<file path="src/rtl/div_disp_pkg.sv">
// div_disp_pkg: FSM states, 7-segment codes (active-low {g,f,e,d,c,b,a}) and
// dabble iteration count shared by div_result_disp.
package div_disp_pkg;
  typedef enum logic [1:0] {IDLE, CONV, COMMIT} state_t;
  localparam int CONV_ITERS = 4;
  localparam logic [6:0] SEG_0     = 7'b1000000;
  localparam logic [6:0] SEG_1     = 7'b1111001;
  localparam logic [6:0] SEG_2     = 7'b0100100;
  localparam logic [6:0] SEG_3     = 7'b0110000;
  localparam logic [6:0] SEG_4     = 7'b0011001;
  localparam logic [6:0] SEG_5     = 7'b0010010;
  localparam logic [6:0] SEG_6     = 7'b0000010;
  localparam logic [6:0] SEG_7     = 7'b1111000;
  localparam logic [6:0] SEG_8     = 7'b0000000;
  localparam logic [6:0] SEG_9     = 7'b0010000;
  localparam logic [6:0] SEG_DASH  = 7'b0111111;
  localparam logic [6:0] SEG_BLANK = 7'b1111111;
  function automatic logic [6:0] seg_of(input logic [3:0] d);
    return d == 4'd0 ? SEG_0 : d == 4'd1 ? SEG_1 : d == 4'd2 ? SEG_2 :
           d == 4'd3 ? SEG_3 : d == 4'd4 ? SEG_4 : d == 4'd5 ? SEG_5 :
           d == 4'd6 ? SEG_6 : d == 4'd7 ? SEG_7 : d == 4'd8 ? SEG_8 :
           d == 4'd9 ? SEG_9 : SEG_BLANK;
  endfunction
endpackage

</file>
<file path="src/rtl/div_result_disp_step.sv">
// bin4_to_bcd_step: one shift-add-3 iteration on a {tens, ones[3:0], bin[3:0]} register.
module bin4_to_bcd_step (
  input  logic [8:0] i_dab,
  output logic [8:0] o_dab
);
  logic [3:0] w_ones;
  assign w_ones = i_dab[7:4] >= 4'd5 ? i_dab[7:4] + 4'd3 : i_dab[7:4];
  assign o_dab  = {w_ones, i_dab[3:0], 1'b0};
endmodule

</file>
<file path="src/rtl/div_result_disp.sv">
// div_result_disp: captures divider quotient/remainder, converts to BCD and scans a 4-digit
// active-low 7-segment display. Define DIV_DISP_LZB_EN for tens-digit leading-zero blanking.
module div_result_disp
  import div_disp_pkg::*;
#(
  parameter int SCAN_W = 16
) (
  input  logic       clk,
  input  logic       rst_n,
  input  logic       load,
  input  logic [3:0] quo,
  input  logic [3:0] rem,
  input  logic       dz,
  output logic       busy,
  output logic       valid,
  output logic [6:0] seg,
  output logic [3:0] an
);
  state_t r_state, w_next;
  logic [1:0] r_iter, r_idx;
  logic [8:0] r_qd, r_rd, w_qn, w_rn;
  logic r_dz, r_pend, r_pdz, r_dq_t, r_dr_t, r_ddz, r_valid;
  logic [3:0] r_pq, r_pr, r_dq_o, r_dr_o, w_src_q, w_src_r, w_digit;
  logic [SCAN_W-1:0] r_pre;
  logic w_last, w_reload, w_start, w_src_dz, w_blank;

  bin4_to_bcd_step u_q (.i_dab(r_qd), .o_dab(w_qn));
  bin4_to_bcd_step u_r (.i_dab(r_rd), .o_dab(w_rn));

  assign w_last   = r_iter == 2'(CONV_ITERS - 1);
  assign w_reload = r_pend | load;
  assign w_start  = (r_state == IDLE && load) || (r_state == COMMIT && w_reload);
  // A load in the COMMIT cycle is newer than anything pending, so it wins.
  assign w_src_q  = load ? quo : r_pq;
  assign w_src_r  = load ? rem : r_pr;
  assign w_src_dz = load ? dz : r_pdz;

  always_comb begin
    w_next = r_state;
    w_next = r_state == IDLE ? (load ? CONV : IDLE) :
             r_state == CONV ? (w_last ? COMMIT : CONV) :
             (w_reload ? CONV : IDLE);
  end

  always_ff @(posedge clk or negedge rst_n)
    if (!rst_n) r_state <= IDLE;
    else r_state <= w_next;

  always_ff @(posedge clk or negedge rst_n) begin
    if (!rst_n) begin
      r_iter  <= '0;
      r_qd    <= '0;
      r_rd    <= '0;
      r_dz    <= 1'b0;
      r_pend  <= 1'b0;
      r_pq    <= '0;
      r_pr    <= '0;
      r_pdz   <= 1'b0;
      r_dq_t  <= 1'b0;
      r_dq_o  <= '0;
      r_dr_t  <= 1'b0;
      r_dr_o  <= '0;
      r_ddz   <= 1'b0;
      r_valid <= 1'b0;
    end else begin
      if (w_start) begin
        r_qd   <= {5'b0, w_src_q};
        r_rd   <= {5'b0, w_src_r};
        r_dz   <= w_src_dz;
        r_iter <= '0;
      end else if (r_state == CONV) begin
        r_qd   <= w_qn;
        r_rd   <= w_rn;
        r_iter <= r_iter + 2'd1;
      end
      if (r_state == COMMIT) begin
        r_pend  <= 1'b0;
        r_dq_t  <= r_qd[8];
        r_dq_o  <= r_qd[7:4];
        r_dr_t  <= r_rd[8];
        r_dr_o  <= r_rd[7:4];
        r_ddz   <= r_dz;
        r_valid <= 1'b1;
      end else if (r_state == CONV && load) begin
        r_pend <= 1'b1;
        r_pq   <= quo;
        r_pr   <= rem;
        r_pdz  <= dz;
      end
    end
  end

  always_ff @(posedge clk or negedge rst_n) begin
    if (!rst_n) begin
      r_pre <= '0;
      r_idx <= '0;
    end else begin
      r_pre <= r_pre + 1'b1;
      if (&r_pre) r_idx <= r_idx + 2'd1;
    end
  end

  assign w_digit = r_idx == 2'd3 ? {3'b0, r_dq_t} : r_idx == 2'd2 ? r_dq_o :
                   r_idx == 2'd1 ? {3'b0, r_dr_t} : r_dr_o;
`ifdef DIV_DISP_LZB_EN
  assign w_blank = r_idx[0] && w_digit == 4'd0;
`else
  assign w_blank = 1'b0;
`endif
  assign busy  = r_state != IDLE;
  assign valid = r_valid;
  assign seg   = !r_valid ? SEG_BLANK : r_ddz ? SEG_DASH : w_blank ? SEG_BLANK : seg_of(w_digit);
  assign an    = r_valid ? ~(4'b1 << r_idx) : 4'hF;
endmodule

</file>
<file path="config.mk">
export PLATFORM = sky130hd
export DESIGN_NAME = div_result_disp
export DESIGN_NICKNAME = d
export VERILOG_FILES = /design/src/rtl/div_disp_pkg.sv /design/src/rtl/div_result_disp_step.sv /design/src/rtl/div_result_disp.sv
export SDC_FILE = /design/constraint.sdc
export NUM_CORES = 1
export LEC_CHECK = 0
export ABC_AREA = 0
export ABC_CLOCK_PERIOD_IN_PS = 2600
export BUFFER_PORTS_ARGS = -buffer_cell sky130_fd_sc_hd__buf_2
export CORE_MARGIN = 2
export CORE_UTILIZATION = 40
export DETAILED_ROUTE_END_ITERATION = 10
export GPL_TIMING_DRIVEN = 0
export PLACE_DENSITY = 0.64
export SYNTH_ARGS = -nofsm -noshare
export SYNTH_HDL_FRONTEND = slang
export SYNTH_SLANG_ARGS = --single-unit
</file>
<file path="constraint.sdc">
create_clock -name clk -period 2.6 [get_ports clk]
set_input_delay 0.78 -clock clk [delete_from_list [all_inputs] [get_ports clk]]
set_output_delay 0.78 -clock clk [all_outputs]
set_load 0.05 [all_outputs]
</file>
# Yosys cells after proc, flatten, opt, wreduce, memory -nomap -nowiden
# Cells that the tools add are included.
# totals
register_bits	63
latchBits	0
ram_bits	0
mem_bits_ro	0
input_bits	12
out_inout_bits	13
word_cells	88
mem_count	0
# op_classes
n_addsub	5
multipliers	0
div_mod_pow	0
order_cmp	2
eq_ne	15
shifts	1
muxes	34
bitwise	3
n_reduce_logical	11
# op_table
op	count
7-bit 2-to-1 mux	12
9-bit 2-to-1 mux	4
4-bit 2-to-1 mux	8
16-bit by 1-bit adder with 16-bit output (second input constant)	1
4-bit by 3-bit == test with 1-bit output (second input constant)	4
16-bit AND reduction	1
2-bit 2-to-1 mux	5
4-bit by 2-bit adder with 4-bit output (second input constant)	2
2-bit == test (second input constant)	4
4-bit by 2-bit == test with 1-bit output (second input constant)	2
4-bit == test (second input constant)	2
4-bit by 3-bit >= comparator with 1-bit output (second input constant)	2
2-bit nonzero test	3
1-bit 2-to-1 mux	5
2-bit by 1-bit adder with 2-bit output (second input constant)	2
2-bit by 1-bit == test with 1-bit output (second input constant)	2
4-bit by 1-bit == test with 1-bit output (second input constant)	1
4-bit logical NOT	1
4-bit NOT	1
1-bit by 2-bit << shifter with 4-bit output (first input constant)	1
1-bit logical AND	3
2-bit logical NOT	1
2-bit AND reduction	1
1-bit logical OR	1
other kinds (2)	2

# Logic depth before layout (Yosys ltp)
# depth
depth_word	17
depth_mapped	8
mapped_depth_nobuf	7

# Hierarchy
# Synthesis repeated with hierarchy kept, for this count alone.
# hier_totals
hier_cells	318
hier_area_um2	3308.2
# modules_own_cells
module	n_inst	cells_per_inst	area_per_inst_um2	seq_area_each_um2
div_result_disp	1	274	3022.9	1576.5
bin4_to_bcd_step	2	22	142.6	0.0

# Worst setup path before layout
# No wires, ideal clock.
# synth_path
path_type	flip-flop to output port
from	register r_idx[0]
to	output port seg[3]
arrival_time_ps	2578
required_time_ps	1820
slack_ps	-758
stages_incl_launch_ff	7
path_buffers	1
cell_sequence	dfrtp_1 inv_1 ha_1 buf_2 o31ai_1 or2b_1 o31ai_1
# synth_between
elab_chain_cells	17
word_cells_on_any_way	28
cone_classes	eq/ne (12); mux (15); reduce/logical (1)
# synth_lines
element	line_no	source
start, declared	div_result_disp.sv:20	logic [1:0] r_iter, r_idx;
start signal, assigned	div_result_disp.sv:99	if (&r_pre) r_idx <= r_idx + 2'd1;
2-bit by 1-bit == test with 1-bit output	div_result_disp.sv:104	r_idx == 2'd1 ? {3'b0, r_dr_t} : r_dr_o;
4-bit 2-to-1 mux	div_result_disp.sv:104	
4-bit 2-to-1 mux	div_result_disp.sv:103	assign w_digit = r_idx == 2'd3 ? {3'b0, r_dq_t} : r_idx == 2'd2 ? r_dq_o :
4-bit 2-to-1 mux *	div_result_disp.sv:103	
4-bit == test	div_disp_pkg.sv:22	d == 4'd9 ? SEG_9 : SEG_BLANK;
7-bit 2-to-1 mux	div_disp_pkg.sv:22	
7-bit 2-to-1 mux (3 in a row)	div_disp_pkg.sv:21	d == 4'd6 ? SEG_6 : d == 4'd7 ? SEG_7 : d == 4'd8 ? SEG_8 :
7-bit 2-to-1 mux (3 in a row)	div_disp_pkg.sv:20	d == 4'd3 ? SEG_3 : d == 4'd4 ? SEG_4 : d == 4'd5 ? SEG_5 :
7-bit 2-to-1 mux (2 in a row)	div_disp_pkg.sv:19	return d == 4'd0 ? SEG_0 : d == 4'd1 ? SEG_1 : d == 4'd2 ? SEG_2 :
7-bit 2-to-1 mux *	div_disp_pkg.sv:19	
7-bit 2-to-1 mux * (2 in a row)	div_result_disp.sv:112	assign seg = !r_valid ? SEG_BLANK : r_ddz ? SEG_DASH : w_blank ? SEG_BLANK : seg_of(w_digit);
end, declared	div_result_disp.sv:16	output logic [6:0] seg,
# Every way passes the cells marked *; elsewhere a longest branch is shown, timed or not.

# Worst setup path in the final report
# layout_path
from	register r_idx[0]
to	output port seg[1]
# Same word-level chain as after synthesis.

==> impl_metrics.toml <==
[outcome]
status = "complete, but fails checks"
failed_checks = "negative setup slack"

[min_path]
hp-start = "r_pre[14]"
hold_depth = 1
hold_path_class = "register to register"
min_to = "r_pre[14]"

[setup_path]
worstReg2RegStart = "r_pre[0]"
path_cells = "buf_6 -> ha_4 -> mux2i_4 -> a211oi_4 -> nor2b_4 -> o32a_1 -> nand2_4 -> buf_8"
path_class = "register to output port"
required_ns = 1.82
cp_max_fo = 5
crit_path_max_incr_delay_ns = 0.40
critical_path.startpoint_type = "register"
reg2regPathDepth = 5
r2r_slack_ns = 0.92
cp_num_buf_inv = 2
slowest_stage = "dfrtp_1"
endpoint_kind = "output port"
crit_family = "compound AO/OA/AOI/OAI gates"
r2r-end = "r_idx[1]"
cp.arrival_ns = 2.20

[clocking]
numClockSinks = 63
numCtsBuffers = 9
cts_tree = "done"
cts_root_buf = "clkbuf_8"
clkLatencyLatePin_ns = 0.35
clockBufferDepth = 2
htreeDepth = 3
clkTransAtPathRegs_ns = 0.07

[synthesis]
synth_edf_count = 0
syn_area_um2 = 3080
yosysSeqAreaShare = 0.512
syn_inst = 287
syn-num-nets = 309
yosysTopAreaCell = "dfrtp_1"
yosys.area.top_type_share = 0.512
avgSynthCellArea_um2 = 10.7
ys.flop_type = "dfrtp_1"
synth.area.top_cells = "dfrtp_1 51%, mux2_2 7.7%, xnor2_1 4.3%, ha_1 4.1%, o21ai_0 3.7%"
async_flop_share = 1.00
synth.ff_latch_count = 63
synth_cell_types = 39
ys_warn_count = 0

[timing]
maxSlewViolCount = 0
hold_viol = 0
setup_violations = 7
min_period_over_period = 1.15
worstMarginPinSlew_ns = 0.767
fin_skew_ns = 0.00751
fin_crit_ns = 2.98
layout_setup_ws_ns = -0.382
rsz0062_at_grt = "yes"
slew_headroom = 0.489
fmax_mhz = 335
fin_setup_tns_ns = -2.13

[finish]
drive_above_1_share = 0.331
fin_util = 0.527
multi_input_area_um2 = 1630
areaGrowthSynthToFinish_pct = 26.1
seq_area_um2 = 1580
n_antenna_cell = 0
fillers = 668
finalNetCount = 352

[global_routing]
grt_pass1_vias = 2202
overflow = 0
grt_max_degree = 64
grt_pass1_wl_um = 10500
grt_usage = 0.159
antenna_found_initial = 0

[detailed_routing]
drcViolationCount = 0
routed_wl_um = 5880
viasPerCell = 5.13
route.antenna.remaining_nets = 0
wl_per_cell_um = 13.6
dr.pass1.iters = 4
num_vias = 2227
drtIter0Drc = 115

[floorplan]
dieWidth_um = 91.7
core-area_um2 = 7370
die_h_um = 91.7
ios = 25
start_util = 0.418
die_area_um2 = 8420
num_rows = 31

[place]
port_buffers = 23
dp_hpwl_um = 3930
gp_congestion = 0.780

[power_and_ir_drop]
ir_drop_v = 0.000666
power.total_mw = 4.87
leakagePower_nw = 1.74
pwr_density_cell_nw_per_um2 = 1250

[flow_run]
max_cap_violations = 0
[sequential cells by signal, indices dropped and copies added (netlist names), 2 cells and up]
name	count
r_qd	9
r_pq	4
r_rd	9
r_pre	16
r_iter	2
r_dq_o	4
r_idx	2
r_state	2
r_dr_o	4
r_pr	4
[cell families (layout without fill, tap and decap cells)]
group | after synthesis | after routing | share of synthesized area
AO/OA/AOI/OAI | 53 | 53 | 0.114
buffers and inverters | 19 | 67 | 0.0256
adder cells (fa/ha/maj) | 10 | 10 | 0.0406
flip-flops | 63 | 63 | 0.512
AND/OR/NAND/NOR | 93 | 93 | 0.148
multiplexers | 31 | 31 | 0.109
XOR/XNOR | 18 | 18 | 0.0512
[how the worst max path moves through the flow]
stage	to	slack [ns]	startpoint	cells past startpoint
2_1_floorplan	seg[3]	-0.14	r_idx[1]	7
3_3_place_gp	seg[3]	-0.24	r_idx[1]	8
3_5_place_dp	seg[3]	-0.28	r_idx[1]	8
4_1_cts	seg[1]	-0.35	r_idx[0]	8
5_1_grt	seg[1]	-0.47	r_idx[0]	8
6_report	seg[1]	-0.38	r_idx[0]	8
[layer usage]
metal  up-vias  global-route usage  part of all wire
li1       1104                   -                 -
met1      1067               0.213              0.48
met2        42               0.243              0.46
met3        14              0.0362             0.038
met4         0              0.0784             0.023
met5         -                   0                 0
[cells in the mapped netlist, drive strengths merged, types with 2 or more instances]
cell type	instances
dfrtp	63
nand2	27
o21ai	23
nor2	22
mux2	21
nand3	15
xnor2	15
ha	10
mux2i	10
inv	9
a21oi	8
nor2b	7
buf	6
a221o	5
and3	5
clkbuf	4
o31ai	4
a22oi	3
nand2b	3
nand4	3
or2	3
xor2	3
a211oi	2
a22o	2
a31oi	2
nor3	2
[through the flow]
step                hold WS [ns]  std cells  setup WS [ns]  area [µm²]
finish                     0.465        434         -0.382        3880
global route               0.488        434         -0.470        3880
CTS                        0.471        434         -0.348        3850
detailed placement         0.455        409         -0.276        3400
global placement           0.454        409         -0.238        3400
floorplan                  0.437        287         -0.135        3160
[cells in the final DEF (no fill, tap or decap), types with 6 or more instances in the layout]
cell	n
buf_6	8
dfrtp_1	62
buf_4	9
clkbuf_8	14
o21ai_0	19
mux2i_1	9
a21oi_1	6
mux2_2	21
nor2_1	17
xnor2_1	15
ha_1	8
nand2_1	25
inv_1	7
nand3_1	15
buf_2	20
[report_power, final]
group / internal (mW) / leakage, nW / switching, mW
clock: 0.572 / 0.119 / 0.369
sequential: 1.30 / 0.798 / 0.277
combinational: 1.00 / 0.825 / 1.35
total: 2.87 / 1.74 / 2.00
[cell type report]
type,count,area share
Multi-Input combinational cell,205,0.420
Sequential cell,63,0.406
Timing Repair Buffer,32,0.0609
Clock buffer,14,0.0496
Tap cell,99,0.0319
Buffer,10,0.0132
Clock inverter,2,0.00902
Inverter,9,0.00870
[repair_timing]
item	in CTS	in global routing
buffers inserted	8	0
hold buffers	0	0
pin swaps	12	0
cloned	1	0
gates resized for setup	42	5
endpoints found under the setup margin	7	7
Note: power is estimated with default switching activity, not from simulation.
